[config.mk]
export PLATFORM = sky130hd
export DESIGN_NAME = frame_check_sequence_engine
export DESIGN_NICKNAME = d
export VERILOG_FILES = /design/src/rtl/frame_check_sequence_pkg.sv /design/src/rtl/crc32_byte_update.sv /design/src/rtl/frame_check_sequence_engine.sv
export SDC_FILE = /design/constraint.sdc
export NUM_CORES = 1
export LEC_CHECK = 0
export CORE_UTILIZATION = 24
export CTS_CLUSTER_DIAMETER = 100
export DETAILED_ROUTE_END_ITERATION = 12
export HOLD_SLACK_MARGIN = 0.08
export SLEW_MARGIN = 40
export SYNTH_ARGS = -nofsm -noshare
export SYNTH_HDL_FRONTEND = slang
export SYNTH_SLANG_ARGS = --single-unit
[constraint.sdc]
create_clock -name clock -period 7.5 [get_ports clock]
set_input_delay 1.5 -clock clock [delete_from_list [all_inputs] [get_ports clock]]
set_output_delay 1.5 -clock clock [all_outputs]
set_load 0.02 [all_outputs]
[src/rtl/frame_check_sequence_pkg.sv]
// Shared definitions for the IEEE 802.3 frame check sequence engine:
// FSM states and CRC-32 constants.
package frame_check_sequence_pkg;

  typedef enum logic [0:0] {
    S_CALCULATE = 1'b0,
    S_RESULT    = 1'b1
  } fcs_state_e;

  localparam logic [31:0] CRC_POLYNOMIAL = 32'h04C11DB7;
  localparam logic [31:0] CRC_INIT       = 32'hFFFFFFFF;
  localparam logic [31:0] CRC_RESIDUE    = 32'hDEBB20E3;

  function automatic logic [31:0] reflect32(input logic [31:0] value);
    logic [31:0] result;
    for (int i = 0; i < 32; i++) begin
      result[i] = value[31-i];
    end
    return result;
  endfunction

  // The register shifts right, so the polynomial is applied bit-reversed.
  localparam logic [31:0] CRC_POLY_REFLECTED = reflect32(CRC_POLYNOMIAL);

endpackage

[src/rtl/crc32_byte_update.sv]
// Combinational reflected CRC-32 update for one byte, LSB first.
module crc32_byte_update
  import frame_check_sequence_pkg::*;
(
  input  logic [31:0] state_i,
  input  logic [7:0]  byte_i,
  output logic [31:0] state_o
);

  logic [31:0] acc;

  always_comb begin
    acc = state_i ^ {24'h000000, byte_i};
    for (int b = 0; b < 8; b++) begin
      if (acc[0]) begin
        acc = (acc >> 1) ^ CRC_POLY_REFLECTED;
      end else begin
        acc = acc >> 1;
      end
    end
    state_o = acc;
  end

endmodule

[src/rtl/frame_check_sequence_engine.sv]
// Streaming CRC-32 FCS generator/checker: DATA_BYTES bytes per beat, result
// handshake, and saturating frame/error statistics.
module frame_check_sequence_engine
  import frame_check_sequence_pkg::*;
#(
  parameter int unsigned DATA_BYTES  = 4,
  parameter int unsigned COUNT_WIDTH = 16
) (
  input  logic                    clock,
  input  logic                    reset_n,
  input  logic [8*DATA_BYTES-1:0] data,
  input  logic [DATA_BYTES-1:0]   data_keep,
  input  logic                    data_valid,
  input  logic                    data_last,
  output logic                    data_ready,
  input  logic                    check_mode,
  output logic [31:0]             fcs,
  output logic                    fcs_error,
  output logic                    fcs_valid,
  input  logic                    fcs_ready,
  output logic [COUNT_WIDTH-1:0]  frame_count,
  output logic [COUNT_WIDTH-1:0]  error_count
);

  fcs_state_e             state_q, state_d;
  logic [31:0]            crc_q, crc_d;
  logic                   mode_q, mode_d;
  logic                   first_q, first_d;
  logic [31:0]            fcs_q, fcs_d;
  logic                   fcs_error_q, fcs_error_d;
  logic [COUNT_WIDTH-1:0] frame_count_q, frame_count_d;
  logic [COUNT_WIDTH-1:0] error_count_q, error_count_d;

  logic [DATA_BYTES-1:0]  keep_eff;
  logic                   keep_run;
  logic [31:0]            chain [DATA_BYTES+1];
  logic [31:0]            upd   [DATA_BYTES];
  logic                   beat_accept;
  logic                   mode_now;
  logic [31:0]            crc_final;

  // Non-last beats are always full; a last beat keeps only its lowest
  // contiguous run of set keep bits.
  always_comb begin
    keep_eff = '1;
    keep_run = 1'b1;
    if (data_last) begin
      for (int i = 0; i < int'(DATA_BYTES); i++) begin
        keep_run    = keep_run & data_keep[i];
        keep_eff[i] = keep_run;
      end
    end
  end

  assign chain[0] = crc_q;

  for (genvar g = 0; g < int'(DATA_BYTES); g++) begin : g_stage
    crc32_byte_update u_update (
      .state_i (chain[g]),
      .byte_i  (data[8*g +: 8]),
      .state_o (upd[g])
    );
    assign chain[g+1] = keep_eff[g] ? upd[g] : chain[g];
  end

  assign crc_final   = chain[DATA_BYTES];
  assign data_ready  = (state_q == S_CALCULATE);
  assign fcs_valid   = (state_q == S_RESULT);
  assign beat_accept = data_valid && data_ready;
  assign mode_now    = first_q ? check_mode : mode_q;

  always_comb begin
    state_d       = state_q;
    crc_d         = crc_q;
    mode_d        = mode_q;
    first_d       = first_q;
    fcs_d         = fcs_q;
    fcs_error_d   = fcs_error_q;
    frame_count_d = frame_count_q;
    error_count_d = error_count_q;

    case (state_q)
      S_CALCULATE: begin
        if (beat_accept) begin
          crc_d   = crc_final;
          mode_d  = mode_now;
          first_d = 1'b0;
          if (data_last) begin
            state_d     = S_RESULT;
            fcs_d       = ~crc_final;
            fcs_error_d = mode_now && (crc_final != CRC_RESIDUE);
          end
        end
      end
      S_RESULT: begin
        if (fcs_ready) begin
          state_d = S_CALCULATE;
          crc_d   = CRC_INIT;
          first_d = 1'b1;
          if (frame_count_q != '1) begin
            frame_count_d = frame_count_q + COUNT_WIDTH'(1);
          end
          if (fcs_error_q && (error_count_q != '1)) begin
            error_count_d = error_count_q + COUNT_WIDTH'(1);
          end
        end
      end
      default: begin
        state_d = S_CALCULATE;
        crc_d   = CRC_INIT;
        first_d = 1'b1;
      end
    endcase
  end

  always_ff @(posedge clock) begin
    if (!reset_n) begin
      state_q       <= S_CALCULATE;
      crc_q         <= CRC_INIT;
      mode_q        <= 1'b0;
      first_q       <= 1'b1;
      fcs_q         <= 32'h0;
      fcs_error_q   <= 1'b0;
      frame_count_q <= '0;
      error_count_q <= '0;
    end else begin
      state_q       <= state_d;
      crc_q         <= crc_d;
      mode_q        <= mode_d;
      first_q       <= first_d;
      fcs_q         <= fcs_d;
      fcs_error_q   <= fcs_error_d;
      frame_count_q <= frame_count_d;
      error_count_q <= error_count_d;
    end
  end

  assign fcs         = fcs_q;
  assign fcs_error   = fcs_error_q;
  assign frame_count = frame_count_q;
  assign error_count = error_count_q;

endmodule

==> report_table.html <==
<table>
<tr><th>Metric</th><th>Value</th></tr>
<tr><th colspan="2">Clock network</th></tr>
<tr><td>CTS root buffer</td><td>sky130_fd_sc_hd__clkbuf_16</td></tr>
<tr><td>Worst skew pair latency</td><td>~0.35 ns</td></tr>
<tr><td>Sinks on the clock net</td><td>100</td></tr>
<tr><td>Total CTS buffers</td><td>9</td></tr>
<tr><td>Maximum count of clock buffers along a single path</td><td>2</td></tr>
<tr><td>H-Tree Level Count</td><td>3</td></tr>
<tr><td>Post-CTS repair timing setup buffer count</td><td>0</td></tr>
<tr><td>CTS tree</td><td>yes</td></tr>
<tr><td>Reg clk slew, reported paths</td><td>approximately 0.070 ns</td></tr>
<tr><th colspan="2">Drt</th></tr>
<tr><td>Uppermost metal layer occupied by signal nets</td><td>met4</td></tr>
<tr><td>Overall via count from detail_route</td><td>slightly below 9k</td></tr>
<tr><td>DRT iter0 DRCs</td><td>652</td></tr>
<tr><td>Average wire length per cell after detail routing</td><td>~18 um</td></tr>
<tr><td>Metal1 wirelength</td><td>14500 um</td></tr>
<tr><td>Detail Route met3 WL</td><td>1640 um</td></tr>
<tr><td>Number of detailed-routing iterations run before antenna repair</td><td>6</td></tr>
<tr><td>Metal2 WL</td><td>16300 um</td></tr>
<tr><td>Routed Wire Length</td><td>around 33000 um</td></tr>
<tr><td>DRC viols</td><td>0</td></tr>
<tr><td>Number of routed nets with antenna violations</td><td>0</td></tr>
<tr><td>Via-per-instance ratio</td><td>4.83</td></tr>
<tr><th colspan="2">Setup path</th></tr>
<tr><td>Number of buffers and inverters on the critical path</td><td>1</td></tr>
<tr><td>Category of cells accounting for the largest share of critical-path delay</td><td>XOR/XNOR gates</td></tr>
<tr><td>CP Data Required Time</td><td>7.74 ns</td></tr>
<tr><td>Element type at the critical path end</td><td>flip-flop</td></tr>
<tr><td>Critical Path Max Stage Delay</td><td>between 0.5 and 0.6 ns</td></tr>
<tr><td>Origin of the critical flop-to-flop path</td><td>crc_q[2]$_SDFFE_PN1P_</td></tr>
<tr><td>CP Data Arrival Time</td><td>7.38 ns</td></tr>
<tr><td>Start-to-end type of the worst setup path</td><td>in2reg</td></tr>
<tr><td>Critical path startpoint</td><td>data[2]</td></tr>
<tr><td>Max FO, Critical Path</td><td>9</td></tr>
<tr><td>List of cells traversed by the critical path</td><td>clkdlybuf4s50_1 -&gt; xnor2_4 -&gt; xnor3_1 -&gt; mux2i_1 -&gt; nand4_1 -&gt; a31oi_2 -&gt; xnor2_4 -&gt; xnor2_1 -&gt; xnor3_1 -&gt; or3_1 -&gt; a31oi_1 -&gt; xor2_2 -&gt; xor3_1 -&gt; xnor2_1 -&gt; o21ai_0 -&gt; or4b_1 -&gt; o311a_1</td></tr>
<tr><td>Critical-path top delay cell</td><td>sky130_fd_sc_hd__or4b_1</td></tr>
<tr><td>Type of origin of the critical path</td><td>input pin</td></tr>
<tr><th colspan="2">STA</th></tr>
<tr><td>Maximum clock rate</td><td>140 MHz</td></tr>
<tr><td>Number of hold-slack violations in the final timing report</td><td>0</td></tr>
<tr><td>Final worst-path setup slack</td><td>0.361 ns</td></tr>
<tr><td>Worst max-slew margin expressed relative to the limit</td><td>between 50% and 60%</td></tr>
<tr><td>Tightest Pin Transition</td><td>0.719 ns</td></tr>
<tr><td>Max-slew violation count</td><td>0</td></tr>
<tr><td>RSZ-0062 raised after global routing</td><td>false</td></tr>
<tr><td>Number of setup violations in the final report</td><td>0</td></tr>
<tr><td>Final critical-path share of the clock period</td><td>95.2%</td></tr>
<tr><td>Total Neg Setup Slack</td><td>0 ns</td></tr>
<tr><td>Minimum clock period</td><td>7.14 ns</td></tr>
<tr><td>Final hold slack</td><td>0.457 ns</td></tr>
<tr><td>Setup clock skew after layout</td><td>approximately 0.0083 ns</td></tr>
<tr><th colspan="2">Synth</th></tr>
<tr><td>Most common cell in the netlist</td><td>sky130_fd_sc_hd__xnor2_1</td></tr>
<tr><td>Total nets after synthesis</td><td>1200</td></tr>
<tr><td>Sequential cell area fraction in the yosys report</td><td>20.5%</td></tr>
<tr><td>Proportion of netlist area held by the largest area contributor</td><td>approximately a fifth</td></tr>
<tr><td>Leading area contributor after synthesis</td><td>sky130_fd_sc_hd__dfxtp_1</td></tr>
<tr><td>Mapped Cells</td><td>between 1k and 1.5k</td></tr>
<tr><td>Commonest cells in the synthesized netlist</td><td>153 x sky130_fd_sc_hd__xnor2_1, 141 x sky130_fd_sc_hd__nand2_1, 124 x sky130_fd_sc_hd__nor2_1</td></tr>
<tr><td>Cells taking the most area after synthesis</td><td>sky130_fd_sc_hd__dfxtp_1 21%, sky130_fd_sc_hd__xnor2_1 14%, sky130_fd_sc_hd__xnor3_1 7.4%</td></tr>
<tr><td>Distinct cell type count after synthesis</td><td>81</td></tr>
<tr><td>Post-synthesis instance area</td><td>9760 sq um</td></tr>
<tr><td>Yosys synthesis warning count</td><td>0</td></tr>
<tr><td>Most used DFF post-synth</td><td>sky130_fd_sc_hd__dfxtp_1</td></tr>
<tr><td>Mean Syn Cell Area</td><td>8.44 sq um</td></tr>
<tr><td>Share of flip-flops with an asynchronous set or reset</td><td>0%</td></tr>
<tr><td>Number of synthesized flops with an enable pin</td><td>0</td></tr>
<tr><td>Register bit total from synthesis</td><td>100</td></tr>
<tr><th colspan="2">Run status</th></tr>
<tr><td>Outcome</td><td>finished clean</td></tr>
<tr><th colspan="2">Global route</th></tr>
<tr><td>Initial antenna violation count</td><td>0</td></tr>
<tr><td>Wire length of the first global-routing pass</td><td>approximately 51000 um</td></tr>
<tr><td>Number of global-route vias before repair</td><td>around 8.5k</td></tr>
<tr><td>Overall track demand over capacity in global routing</td><td>about 16%</td></tr>
<tr><td>Gr ovfl total</td><td>0</td></tr>
<tr><td>Largest net degree at the start of global routing</td><td>between 60 and 70</td></tr>
<tr><th colspan="2">Die</th></tr>
<tr><td>Floorplan Core Area</td><td>between 30000 and 40000 sq um</td></tr>
<tr><td>Die ar.</td><td>41500 sq um</td></tr>
<tr><td>Width of the die</td><td>204 um</td></tr>
<tr><td>Die span in y</td><td>204 um</td></tr>
<tr><td>Total I/O pin count</td><td>109</td></tr>
<tr><td>Effective utilization at floorplan</td><td>roughly a quarter</td></tr>
<tr><td>Number of standard-cell rows in the floorplan</td><td>73</td></tr>
<tr><th colspan="2">Placed design</th></tr>
<tr><td>Count of port buffers added during placement</td><td>108</td></tr>
<tr><td>Placed wire-length estimate</td><td>27400 um</td></tr>
<tr><td>Final estimated routing congestion in global placement</td><td>0.944</td></tr>
<tr><td>Place WS</td><td>-0.239 ns</td></tr>
<tr><th colspan="2">Cells and area</th></tr>
<tr><td>Final net count</td><td>1330</td></tr>
<tr><td>Fraction of layout cells with a size suffix above 1</td><td>12.4%</td></tr>
<tr><td>Antenna diode count</td><td>0</td></tr>
<tr><td>Signed area change from the synthesized netlist to the final layout</td><td>24.2%</td></tr>
<tr><th colspan="2">Min path</th></tr>
<tr><td>Type of the tightest min-delay check</td><td>reg2reg</td></tr>
<tr><td>Beginning of the worst hold path</td><td>fcs[22]$_SDFFE_PN0P_</td></tr>
<tr><th colspan="2">Flow run</th></tr>
<tr><td>Number of maximum-capacitance violations</td><td>0</td></tr>
</table>
## registers in the layout, indices dropped and copies added (netlist names)
register     cells
fcs             32
error_count     16
fcs_error        1
frame_count     16
crc_q           32
first_q          1
fcs_valid        1
mode_q           1
## per-layer routing
layer	track usage, %	up-vias
li1	-	4261
met3	1.97	39
met1	20.2	4200
met2	27.9	258
met4	4.99	0
met5	0	-
## layout by cell type (no fill, tap or decap), types with 22 or more instances in the layout
| master | Yosys | final |
|---|---|---|
| sky130_fd_sc_hd__o211ai_1 | 31 | 31 |
| sky130_fd_sc_hd__buf_4 | 1 | 71 |
| sky130_fd_sc_hd__nor3_1 | 22 | 22 |
| sky130_fd_sc_hd__dfxtp_1 | 100 | 100 |
| sky130_fd_sc_hd__a21oi_1 | 73 | 71 |
| sky130_fd_sc_hd__xor2_1 | 68 | 67 |
| sky130_fd_sc_hd__nand2_1 | 141 | 140 |
| sky130_fd_sc_hd__nor2_1 | 124 | 123 |
| sky130_fd_sc_hd__mux2i_1 | 47 | 46 |
| sky130_fd_sc_hd__xnor2_2 | 23 | 22 |
| sky130_fd_sc_hd__o21ai_0 | 38 | 38 |
| sky130_fd_sc_hd__xnor2_1 | 153 | 153 |
| sky130_fd_sc_hd__xnor3_1 | 32 | 32 |
| sky130_fd_sc_hd__clkdlybuf4s50_1 | 0 | 108 |
| sky130_fd_sc_hd__nand3_1 | 37 | 37 |
## worst paths after layout
check	endpoint	cells after the start	slack (ns)
worst max-delay path	fcs_error$_SDFFE_PN0P_	17	0.36
worst min-delay path	fcs[22]$_SDFFE_PN0P_	2	0.46
worst max register to register	fcs_error$_SDFFE_PN0P_	17	1.29
worst min register to register	fcs[22]$_SDFFE_PN0P_	2	0.46
## worst min-delay path, stage by stage (launching register included)
cell	delay (ns)
sky130_fd_sc_hd__dfxtp_1	0.31
sky130_fd_sc_hd__nand2_1	0.05
sky130_fd_sc_hd__a21oi_1	0.05
## cells by family after synthesis
| logic type | Yosys count | share of synthesized area (%) |
|---|---|---|
| AOI/OAI and AO/OA | 208 | 14.1 |
| muxes | 60 | 6.64 |
| buffers and inverters | 68 | 2.90 |
| xor gates and xnor gates | 294 | 35.4 |
| adders and majority gates | 2 | 0.256 |
| DFF | 100 | 20.5 |
| and+or+nand+nor | 424 | 20.3 |
## through the flow
step | cell area, sq um | std cells | util [%]
2_1_floorplan | 9760 | 1156 | -
3_3_place_gp | 11800 | 1800 | 29.6
3_5_place_dp | 11800 | 1800 | 29.6
4_1_cts | 12100 | 1815 | 30.3
5_1_grt | 12100 | 1815 | 30.4
6_report | 12100 | 1815 | 30.4
## repair_timing
item | in CTS | in global routing
resized for setup | 0 | 3
hold buffers | 0 | 0
hold endpoints to repair | 0 | 0
setup endpoints to repair | 0 | 1
## cell type report
class	count	area [sq um]
Fill cell	4204	27800
Multi-Input combinational cell	988	7520
Sequential cell	100	2000
Timing Repair Buffer	179	1610
Tap cell	525	657
Clock buffer	9	225
Clock inverter	6	71.3
Inverter	8	32.5
Power is not shown: default switching activity piles up to over one toggle a cycle in this logic, so the estimate is an artifact.
